### config.mk
export PLATFORM = sky130hd
export DESIGN_NAME = approx_err_monitor_flat
export DESIGN_NICKNAME = d
export VERILOG_FILES = /design/src/rtl/approx_err_monitor_if.sv /design/src/rtl/approx_err_monitor.sv /design/src/flat_wrapper.sv
export SDC_FILE = /design/constraint.sdc
export NUM_CORES = 1
export LEC_CHECK = 0
export ABC_AREA = 1
export BUFFER_PORTS_ARGS = -buffer_cell sky130_fd_sc_hd__buf_2
export CORE_MARGIN = 2
export CORE_UTILIZATION = 50
export DETAILED_ROUTE_END_ITERATION = 10
export GPL_TIMING_DRIVEN = 0
export HOLD_SLACK_MARGIN = 0.03
export PLACE_DENSITY = 0.77
export SLEW_MARGIN = 20
export SYNTH_ARGS = -nofsm -noshare
export SYNTH_HDL_FRONTEND = slang
export SYNTH_SLANG_ARGS = --single-unit
### constraint.sdc
create_clock -name clk -period 2.6 [get_ports clk]
set_input_delay 0.13 -clock clk [delete_from_list [all_inputs] [get_ports clk]]
set_output_delay 0.13 -clock clk [all_outputs]
set_load 0.05 [all_outputs]
### src/rtl/approx_err_monitor_if.sv
// approx_err_monitor_if
//   Groups the sample handshake, window control and result signals of
//   approx_err_monitor. Clock and reset stay plain module ports.
//   master : stimulus/consumer side (drives start, pairs, res_ack)
//   slave  : the monitor itself
//   sum_sq is present only when ERR_SQ_EN is defined.
interface approx_err_monitor_if #(
  parameter int WIDTH = 8,
  parameter int NSAMP = 1024
);
  localparam int CNT_W = $clog2(NSAMP + 1);
  localparam int ACC_W = 2 * WIDTH + CNT_W;

  logic                 start;
  logic                 in_valid;
  logic                 in_ready;
  logic [2*WIDTH-1:0]   exact;
  logic [2*WIDTH-1:0]   approx;
  logic                 busy;
  logic                 res_valid;
  logic                 res_ack;
  logic [ACC_W-1:0]     sum_ed;
  logic [2*WIDTH-1:0]   max_ed;
  logic [CNT_W-1:0]     err_cnt;
`ifdef ERR_SQ_EN
  logic [2*ACC_W-1:0]   sum_sq;
`endif

  modport master (
    output start, in_valid, exact, approx, res_ack,
    input  in_ready, busy, res_valid, sum_ed, max_ed, err_cnt
`ifdef ERR_SQ_EN
    , input sum_sq
`endif
  );

  modport slave (
    input  start, in_valid, exact, approx, res_ack,
    output in_ready, busy, res_valid, sum_ed, max_ed, err_cnt
`ifdef ERR_SQ_EN
    , output sum_sq
`endif
  );
endinterface

### src/rtl/approx_err_monitor.sv
// approx_err_monitor
//   Collects error statistics between an exact and an approximate multiplier
//   over a window of NSAMP product pairs: sum of |exact-approx|, peak error
//   and number of erroneous samples. Results are presented behind a
//   res_valid/res_ack handshake.
// Ports:
//   clk   : clock, rising edge
//   rst_n : asynchronous active-low reset
//   bus   : approx_err_monitor_if.slave (start, in_valid/in_ready, exact,
//           approx, busy, res_valid/res_ack, sum_ed, max_ed, err_cnt[, sum_sq])
// Optional feature macro: ERR_SQ_EN adds the sum of squared errors (sum_sq).
module approx_err_monitor #(
  parameter int WIDTH = 8,
  parameter int NSAMP = 1024
) (
  input  logic                 clk,
  input  logic                 rst_n,
  approx_err_monitor_if.slave  bus
);
  localparam int CNT_W = $clog2(NSAMP + 1);
  localparam int ACC_W = 2 * WIDTH + CNT_W;

  typedef enum logic [1:0] {IDLE, RUN, DRAIN, REPORT} state_t;

  state_t               state_q, state_d;
  logic                 in_ready, busy, res_valid;
  logic                 hs, last_hs, start_win;
  logic [CNT_W-1:0]     cnt_q;
  logic [2*WIDTH-1:0]   ed_p1;
  logic                 vld_p1;
  logic [ACC_W-1:0]     sum_ed_q;
  logic [2*WIDTH-1:0]   max_ed_q;
  logic [CNT_W-1:0]     err_cnt_q;
`ifdef ERR_SQ_EN
  logic [2*ACC_W-1:0]   sum_sq_q;
`endif

  function automatic logic [2*WIDTH-1:0] abs_diff(input logic [2*WIDTH-1:0] a,
                                                  input logic [2*WIDTH-1:0] b);
    return (a >= b) ? (a - b) : (b - a);
  endfunction

`ifdef ERR_SQ_EN
  function automatic logic [4*WIDTH-1:0] square(input logic [2*WIDTH-1:0] d);
    logic [4*WIDTH-1:0] dx;
    dx = {{(2*WIDTH){1'b0}}, d};
    return dx * dx;
  endfunction
`endif

  assign hs        = bus.in_valid & in_ready;
  assign last_hs   = hs && (cnt_q == CNT_W'(NSAMP - 1));
  assign start_win = (state_q == IDLE) && bus.start;

  always_ff @(posedge clk or negedge rst_n) begin
    if (!rst_n) state_q <= IDLE;
    else        state_q <= state_d;
  end

  always_comb begin
    state_d   = state_q;
    in_ready  = 1'b0;
    busy      = 1'b1;
    res_valid = 1'b0;
    case (state_q)
      IDLE: begin
        busy = 1'b0;
        if (bus.start) state_d = RUN;
      end
      RUN: begin
        in_ready = 1'b1;
        if (last_hs) state_d = DRAIN;
      end
      DRAIN:  state_d = REPORT;
      REPORT: begin
        res_valid = 1'b1;
        if (bus.res_ack) state_d = IDLE;
      end
      default: state_d = IDLE;
    endcase
  end

  always_ff @(posedge clk or negedge rst_n) begin
    if (!rst_n)         cnt_q <= '0;
    else if (start_win) cnt_q <= '0;
    else if (hs)        cnt_q <= cnt_q + CNT_W'(1);
  end

  // Stage 1: error distance of the accepted pair
  always_ff @(posedge clk) begin
    if (hs) ed_p1 <= abs_diff(bus.exact, bus.approx);
  end

  always_ff @(posedge clk or negedge rst_n) begin
    if (!rst_n) vld_p1 <= 1'b0;
    else        vld_p1 <= hs;
  end

  // Stage 2: window accumulation
  always_ff @(posedge clk or negedge rst_n) begin
    if (!rst_n) begin
      sum_ed_q  <= '0;
      max_ed_q  <= '0;
      err_cnt_q <= '0;
`ifdef ERR_SQ_EN
      sum_sq_q  <= '0;
`endif
    end else if (start_win) begin
      sum_ed_q  <= '0;
      max_ed_q  <= '0;
      err_cnt_q <= '0;
`ifdef ERR_SQ_EN
      sum_sq_q  <= '0;
`endif
    end else if (vld_p1) begin
      sum_ed_q  <= sum_ed_q + ACC_W'(ed_p1);
      if (ed_p1 > max_ed_q) max_ed_q <= ed_p1;
      err_cnt_q <= err_cnt_q + CNT_W'(ed_p1 != '0);
`ifdef ERR_SQ_EN
      sum_sq_q  <= sum_sq_q + (2*ACC_W)'(square(ed_p1));
`endif
    end
  end

  assign bus.in_ready  = in_ready;
  assign bus.busy      = busy;
  assign bus.res_valid = res_valid;
  assign bus.sum_ed    = sum_ed_q;
  assign bus.max_ed    = max_ed_q;
  assign bus.err_cnt   = err_cnt_q;
`ifdef ERR_SQ_EN
  assign bus.sum_sq    = sum_sq_q;
`endif
endmodule

### src/flat_wrapper.sv
// flat-port wrapper written by rule: the top's interface ports become plain ports
module approx_err_monitor_flat 
#(
  parameter int WIDTH = 8,
  parameter int NSAMP = 1024
)
  (clk, rst_n, bus_start, bus_in_valid, bus_exact, bus_approx, bus_res_ack, bus_in_ready, bus_busy, bus_res_valid, bus_sum_ed, bus_max_ed, bus_err_cnt);
  approx_err_monitor_if #(.WIDTH(WIDTH), .NSAMP(NSAMP)) bus_i ();
  input  logic clk;
  input  logic rst_n;
  input wire logic [$bits(bus_i.start)-1:0] bus_start;
  input wire logic [$bits(bus_i.in_valid)-1:0] bus_in_valid;
  input wire logic [$bits(bus_i.exact)-1:0] bus_exact;
  input wire logic [$bits(bus_i.approx)-1:0] bus_approx;
  input wire logic [$bits(bus_i.res_ack)-1:0] bus_res_ack;
  output wire logic [$bits(bus_i.in_ready)-1:0] bus_in_ready;
  output wire logic [$bits(bus_i.busy)-1:0] bus_busy;
  output wire logic [$bits(bus_i.res_valid)-1:0] bus_res_valid;
  output wire logic [$bits(bus_i.sum_ed)-1:0] bus_sum_ed;
  output wire logic [$bits(bus_i.max_ed)-1:0] bus_max_ed;
  output wire logic [$bits(bus_i.err_cnt)-1:0] bus_err_cnt;
  assign bus_i.start = bus_start;
  assign bus_i.in_valid = bus_in_valid;
  assign bus_i.exact = bus_exact;
  assign bus_i.approx = bus_approx;
  assign bus_i.res_ack = bus_res_ack;
  assign bus_in_ready = bus_i.in_ready;
  assign bus_busy = bus_i.busy;
  assign bus_res_valid = bus_i.res_valid;
  assign bus_sum_ed = bus_i.sum_ed;
  assign bus_max_ed = bus_i.max_ed;
  assign bus_err_cnt = bus_i.err_cnt;
  approx_err_monitor #(.WIDTH(WIDTH), .NSAMP(NSAMP)) u_core (.clk(clk), .rst_n(rst_n), .bus(bus_i));
endmodule
==> impl_metrics.csv, run 1 <==
group,metric,value,unit
grt,grt_pass1_vias,6582,
clocking,path_clk_slew,0.06,ns
logic_synthesis,synth_seq_cells,84,
logic_synthesis,synth_top_cell_by_area,"dfrtp_1",
final_layout,postLayoutCoreUtil,58.69,%
worst_setup_path,path_depth,13,
logic_synthesis,synth_cell_types,46,
clocking,clkSinkCount,84,
detailed_routing,vias,6893,
detailed_routing,wl_per_cell,13.06,um
placed_design,place_hpwl,14.26,mm
final_layout,diodes,0,
worst_setup_path,cp.buffers_inverters,2,
worst_setup_path,endpoint_kind,"flop",
sta,tightest_slew,0.5880,ns
worst_setup_path,required,2.83,ns
logic_synthesis,syn_area_per_cell,6.820,um2
power,pwr-share-seq,29.0,%
detailed_routing,vias_per_cell,5.136,
logic_synthesis,synth.top_cell.area_share,23.74,%
logic_synthesis,synth.most_common_cell,"nand2_1",
logic_synthesis,ys_warn_count,0,
logic_synthesis,synth_area_leaders,"dfrtp_1 24%, nand2_1 17%, ha_1 12%",
worst_hold_path,hold_path_class,"in -> reg",
clocking,cts_tree,"done",
power,p_leak,0.004587,uW
sta,fin_crit,2.366,ns
detailed_routing,first_pass_iters,5,
grt,grt_max_degree,39,
sta,slew_viol_final,0,
logic_synthesis,synthCells,1051,
worst_setup_path,reg2reg_from,"u_core.ed_p1[0]$_DFFE_PP_",
worst_setup_path,max_stage_delay,0.46,ns
clocking,cts_resized,0,
grt,antenna_found_initial,0,
placed_design,dp.cells,1325,
grt,grt-busiest-layer,"met2",
logic_synthesis,synth-main-ff-cell,"dfrtp_1",
sta,setup_viol,0,
detailed_routing,drc,0,
status,status,"completed",
logic_synthesis,synth-async-reset-ratio,80.95,%
sta,period_share,91.01,%
power,irDropWorstVdd,0.0003596,V
detailed_routing,drtIter0Drc,436,
sta,relSlewSlack,60.80,%
logic_synthesis,ys_seq_area_share,30.44,%
worst_setup_path,r2r_end,"u_core.bus.sum_ed[16]$_DFFE_PN0P_",
final_layout,fin_nets,1268,
final_layout,design_area,8178,um2
final_layout,fin_cells,1342,
sta,hold_violations,0,
logic_synthesis,syn_area,7168,um2
worst_setup_path,critPathMaxFanout,6,
worst_setup_path,startpoint_type,"flop",
logic_synthesis,synth_commonest_cells,"334 x nand2_1, 149 x inv_1, 81 x nor2_1, 71 x ha_1",
logic_synthesis,synth-edff-count,16,
worst_setup_path,ff2ff_setup_slack,0.23,ns
grt,grt_pass1_wl,30.00,mm
floorplanning,core_area,13930,um2
job,cap_violations,0,
worst_setup_path,crit_path_start,"u_core.ed_p1[0]$_DFFE_PP_",
power,p_per_area,824.5,nW/um2
detailed_routing,antenna_left,0,
floorplanning,start_util,51.44,%
sta,skew,0.005442,ns
sta,fin_tns_setup,0,ns
grt,grtUsageMet2,43.72,%
floorplanning,num_rows,43,
clocking,cts_root_buf,"clkbuf_16",
detailed_routing,finalWirelength,17.53,mm
worst_setup_path,cp_cell_sequence,"ha_1, inv_1, fa_1, inv_1, nand3_1, nand3_1, nand2_1, nand2_1, nand3_1, nand2_1, nand3_1, nand2_1, nor2_1",
worst_setup_path,cp_slowest_cell,"edfxtp_1",
final_layout,drive_gt1_share,14.37,%
clocking,h-tree-depth,3,
power,power_switching,3317,uW
power,clkPwrFrac,18.5,%
grt,use_met3,2.701,%
worst_setup_path,arrival,2.60,ns
grt,met1_usage,30.46,%
clocking,cts_setup_buffers,0,
clocking,clockBufferDepth,2,
floorplanning,fp.dieH,123.7,um
worst_setup_path,reg2reg_depth,13,
sta,hold-worst-slack,0.1530,ns
worst_hold_path,worstHoldStart,"bus_in_valid",
worst_setup_path,critical_path_class,"reg -> reg",
grt,overflow,0,
power,swShare,49.19,%
logic_synthesis,syn-num-nets,1162,
floorplanning,fp.dieArea,15310,um2
floorplanning,ios,94,
final_layout,fillerInstances,1344,
placed_design,placed_cell_area,7881,um2
power,combPwrFrac,52.5,%
power,p_int,3426,uW
grt,grt_use_total,24.52,%
sta,fmax,422.6,MHz
placed_design,gp_congestion,0.9137,
placed_design,placement.io_buffers,93,
floorplanning,fp.dieW,123.7,um
worst_setup_path,crit_end,"u_core.bus.sum_ed[16]$_DFFE_PN0P_",
sta,rsz0062_at_grt,"false",
final_layout,syn_to_final_growth,14.09,%
worst_setup_path,path_delay_family,"simple AND/OR/NAND/NOR gates",
clocking,cts_hold_buf,1,
clocking,cts_buffers,9,
clocking,insertion_delay,0.34,ns
[power by group through the flow]
stage          Combinational (uW)  Clock, uW  Sequential (uW)
6_report                     3540       1250             1950
5_1_grt                      3970       1340             1980
4_1_cts                      3540       1270             1950
3_5_place_dp                 3520          0             1970
3_3_place_gp                 3430          0             1960
2_1_floorplan                2100          0             2470
[worst min-delay path: cells and delay by family]
kind | cells | cell delay [ns]
AND/OR/NAND/NOR | 3 | 0.25
buffers and inverters | 1 | 0.07
[how the worst min path moves through the flow]
stage | cells past startpoint | end | slack, ns
6_report | 4 | u_core.cnt_q[10]$_DFFE_PN0P_ | 0.15
5_1_grt | 4 | u_core.cnt_q[10]$_DFFE_PN0P_ | 0.17
4_1_cts | 4 | u_core.cnt_q[10]$_DFFE_PN0P_ | 0.15
3_5_place_dp | 1 | u_core.bus.sum_ed[1]$_DFFE_PN0P_ | 0.09
3_3_place_gp | 1 | u_core.cnt_q[9]$_DFFE_PN0P_ | 0.46
2_1_floorplan | 0 | u_core.bus.err_cnt[0]$_DFFE_PN0P_ | -0.17
[cell type report]
type | instances | area [um2] | share of cell area, %
multi-input cells | 784 | 4232 | 51.74
flip-flops and latches | 84 | 2182 | 26.68
inverters | 159 | 599.3 | 7.329
repair buffers | 95 | 498.0 | 6.089
clock buffers | 12 | 236.5 | 2.892
well taps | 180 | 225.2 | 2.754
plain buffers | 24 | 155.1 | 1.897
clock inverters | 4 | 50.05 | 0.6120
[cell usage in the layout (no fill, tap or decap), types with 4 or more instances in the layout]
| cell | count |
|---|---|
| nand2_2 | 11 |
| ha_1 | 71 |
| nor4_1 | 6 |
| inv_1 | 149 |
| nor3_1 | 9 |
| nor2_1 | 81 |
| nand2_1 | 334 |
| a21oi_1 | 69 |
| buf_4 | 6 |
| o21ai_1 | 7 |
| buf_6 | 5 |
| clkbuf_16 | 9 |
| buf_2 | 99 |
| o21bai_1 | 4 |
| nand3_1 | 69 |
| o21ai_0 | 34 |
| nor2_2 | 8 |
| dfrtp_1 | 68 |
| clkbuf_1 | 8 |
| xor2_1 | 13 |
| edfxtp_1 | 16 |
| a21oi_2 | 4 |
| nand4_1 | 26 |
| inv_2 | 8 |
| and2_1 | 4 |
[per-layer routing]
metal	wire length [um]	up-vias	part of all wire (%)
met3	715	36	4.1
met1	7676	3097	44
met2	8668	173	49
met5	0	-	0
li1	-	3587	-
met4	468	0	2.7
[state kept, by name, indices dropped and copies added, names as in the netlist]
name,cells
u_core.vld_p1,1
u_core.bus.err_cnt,11
u_core.bus.sum_ed,27
u_core.cnt_q,11
u_core.state_q,2
u_core.bus.max_ed,16
u_core.ed_p1,16
[logic make-up (layout without fill, tap and decap cells)]
family,Yosys count,in the layout,share of synthesized area (%)
adders and majority gates,74,74,13.23
and+or+nand+nor,564,564,34.00
xor gates and xnor gates,14,14,1.711
DFF,84,84,30.44
AOI/OAI and AO/OA,132,132,10.09
buffers and inverters,183,294,10.53
[per-stage QoR]
stage	setup WS, ns	total power (uW)
finish	0.2336	6742
floorplan	0.3738	4570
detailed placement	0.2802	5484
global route	0.06502	7294
global placement	0.3267	5392
CTS	0.2671	6753
No activity file was read; power rests on OpenSTA's default activity.
==> run 2, diff against run 1 <==
--- a/config.mk
+++ b/config.mk
@@ -7,7 +7,7 @@
 export LEC_CHECK = 0
 export ABC_AREA = 1
 export BUFFER_PORTS_ARGS = -buffer_cell sky130_fd_sc_hd__buf_2
-export CORE_MARGIN = 2
+export CORE_MARGIN = 5
 export CORE_UTILIZATION = 50
 export DETAILED_ROUTE_END_ITERATION = 10
 export GPL_TIMING_DRIVEN = 0
@@ -17,3 +17,4 @@
 export SYNTH_ARGS = -nofsm -noshare
 export SYNTH_HDL_FRONTEND = slang
 export SYNTH_SLANG_ARGS = --single-unit
+export TNS_END_PERCENT = 30
==> run 2 against run 1 <==
Compared with the run above:
- sequential cell count is the same
- combinational power is essentially flat
- register-to-register slack about the same
- sequential power hardly changed
- routed wire length shrank 0.69%
- hold slack about the same
- critical endpoint unchanged
- clock-buffer cell count down 2
- total power rose by 3.0%
- maximum frequency grew 0.64%
- cell count about the same
==> impl_metrics.csv, run 2 (same netlist as run 1, synthesis figures left out) <==
group,metric,value,unit
placed_design,gp_congestion,0.9242,
floorplanning,fp.dieH,129.7,um
final_layout,diodes,0,
detailed_routing,finalWirelength,17.41,mm
worst_setup_path,critical_path_class,"reg -> reg",
floorplanning,start_util,51.24,%
sta,fin_crit,2.351,ns
sta,rsz0062_at_grt,"false",
power,irDropWorstVdd,0.0003644,V
final_layout,drive_gt1_share,14.70,%
placed_design,place_hpwl,14.23,mm
grt,grt_pass1_wl,29.70,mm
detailed_routing,vias_per_cell,5.148,
worst_setup_path,reg2reg_from,"u_core.ed_p1[0]$_DFFE_PP_",
clocking,h-tree-depth,3,
final_layout,largest_reg_flops,27,
grt,grt_use_total,21.53,%
grt,overflow,0,
sta,hold-worst-slack,0.1530,ns
floorplanning,core_area,13990,um2
floorplanning,fp.dieArea,16830,um2
worst_hold_path,hold_path_class,"in -> reg",
sta,fin_tns_setup,0,ns
sta,skew,0.007072,ns
worst_setup_path,endpoint_kind,"flop",
final_layout,mostFrequentLayoutCells,"334 x nand2_1, 149 x inv_1, 99 x buf_2, 81 x nor2_1, 71 x ha_1",
floorplanning,fp.dieW,129.7,um
job,cap_violations,0,
clocking,clkSinkCount,84,
worst_setup_path,ff2ff_setup_slack,0.25,ns
power,p_leak,0.004625,uW
worst_setup_path,crit_path_start,"u_core.ed_p1[0]$_DFFE_PP_",
worst_setup_path,startpoint_type,"flop",
clocking,insertion_delay,0.35,ns
placed_design,placement.io_buffers,93,
worst_setup_path,cp_slowest_cell,"edfxtp_1",
sta,relSlewSlack,60.02,%
grt,grt_pass1_vias,6512,
worst_setup_path,cp_cell_sequence,"ha_1, inv_1, fa_1, inv_1, nand3_1, nand3_1, nand2_1, nand2_1, nand3_1, nand2_1, nand3_1, nand2_1, nor2_1",
worst_setup_path,r2r_end,"u_core.bus.sum_ed[16]$_DFFE_PN0P_",
detailed_routing,vias,6914,
sta,setup_viol,0,
floorplanning,num_rows,43,
clocking,path_clk_slew,0.06,ns
clocking,cts_buffers,9,
detailed_routing,drc,0,
status,status,"completed",
detailed_routing,wl_per_cell,12.96,um
clocking,clockBufferDepth,2,
sta,period_share,90.44,%
detailed_routing,first_pass_iters,5,
sta,slew_viol_final,0,
sta,hold_violations,0,
sta,tightest_slew,0.5997,ns
final_layout,syn_to_final_growth,14.96,%
clocking,cts_tree,"done",
clocking,cts_root_buf,"clkbuf_16",
final_layout,layout_commonest_cell,"nand2_1",
floorplanning,ios,94,
sta,fmax,425.3,MHz
worst_setup_path,max_stage_delay,0.46,ns
grt,grt_max_degree,41,
final_layout,fin_nets,1269,
power,p_per_area,842.6,nW/um2
worst_setup_path,critPathMaxFanout,6,
worst_setup_path,arrival,2.59,ns
clocking,cts_resized,0,
detailed_routing,antenna_left,0,
worst_setup_path,crit_end,"u_core.bus.sum_ed[16]$_DFFE_PN0P_",
worst_setup_path,required,2.83,ns
grt,antenna_found_initial,0,
detailed_routing,drtIter0Drc,429,
worst_setup_path,reg2reg_depth,13,
run 2: cell count changes in the layout (fill, tap and decap cells not counted):
cell | before | now
clkinv_1 | 2 | 1
clkinv_2 | 0 | 1
bufinv_16 | 1 | 3
buf_4 | 6 | 7
clkinv_4 | 1 | 2
clkinvlp_4 | 1 | 0
clkbuf_1 | 8 | 6
run 2: how the worst min path moves through the flow:
stage               depth (start not counted)                        start                                 to  slack (ns)
finish                                      4                 bus_in_valid       u_core.cnt_q[10]$_DFFE_PN0P_        0.15
global route                                5                  bus_res_ack      u_core.state_q[1]$_DFFE_PN0P_        0.20
CTS                                         4                 bus_in_valid       u_core.cnt_q[10]$_DFFE_PN0P_        0.15
detailed placement                          1                        rst_n   u_core.bus.sum_ed[1]$_DFFE_PN0P_        0.08
global placement                            1  u_core.cnt_q[9]$_DFFE_PN0P_        u_core.cnt_q[9]$_DFFE_PN0P_        0.45
floorplan                                   0                        rst_n  u_core.bus.err_cnt[0]$_DFFE_PN0P_       -0.17
run 2: area by class of cell:
type | count | area [um2]
Fill cell | 1338 | 5748
Clock buffer | 10 | 229.0
Inverter | 159 | 599.3
Multi-Input combinational cell | 784 | 4232
Clock inverter | 6 | 112.6
Timing Repair Buffer | 96 | 505.5
Buffer | 24 | 155.1
Sequential cell | 84 | 2182
Tap cell | 180 | 225.2
run 2: stage by stage:
stage / setup WS, ns / std cells / total power (uW) / area [um2] / util, %
after floorplan: 0.3738 / 1051 / 4570 / 7168 / -
after CTS: 0.2572 / 1342 / 6969 / 8233 / 58.86
after global routing: 0.0003022 / 1343 / 7488 / 8240 / 58.91
after global placement: 0.3268 / 1324 / 5404 / 7859 / 56.18
final: 0.2486 / 1343 / 6943 / 8240 / 58.91
after detailed placement: 0.2813 / 1325 / 5471 / 7881 / 56.34
run 2: what timing repair did:
item | CTS | global route
setup buffers | 0 | 1
endpoints found under the hold margin | 28 | 0
hold buffers | 1 | 0
setup endpoints to repair | 0 | 1
run 2: per-layer routing:
layer | GRT usage (%) | wire length [um] | vias to the layer above
met3 | 3.766 | 919 | 27
li1 | - | - | 3602
met1 | 27.06 | 7713 | 3130
met2 | 37.70 | 8396 | 155
met5 | 0 | 0 | -
met4 | 6.846 | 379 | 0
run 2: worst max-delay path: cells and delay by family (launching register included):
kind,cells,cell delay [ns]
adders and majority gates,2,0.65
and+or+nand+nor,9,0.93
buffers and inverters,2,0.20
DFF,1,0.46
run 2: report_power, final:
group	internal, uW	leakage [uW]	total (uW)	switching [uW]
clock	940	0.000167	1470	530
sequential	1650	0.00107	1940	298
combinational	1040	0.00339	3530	2490
total	3620	0.00462	6940	3320
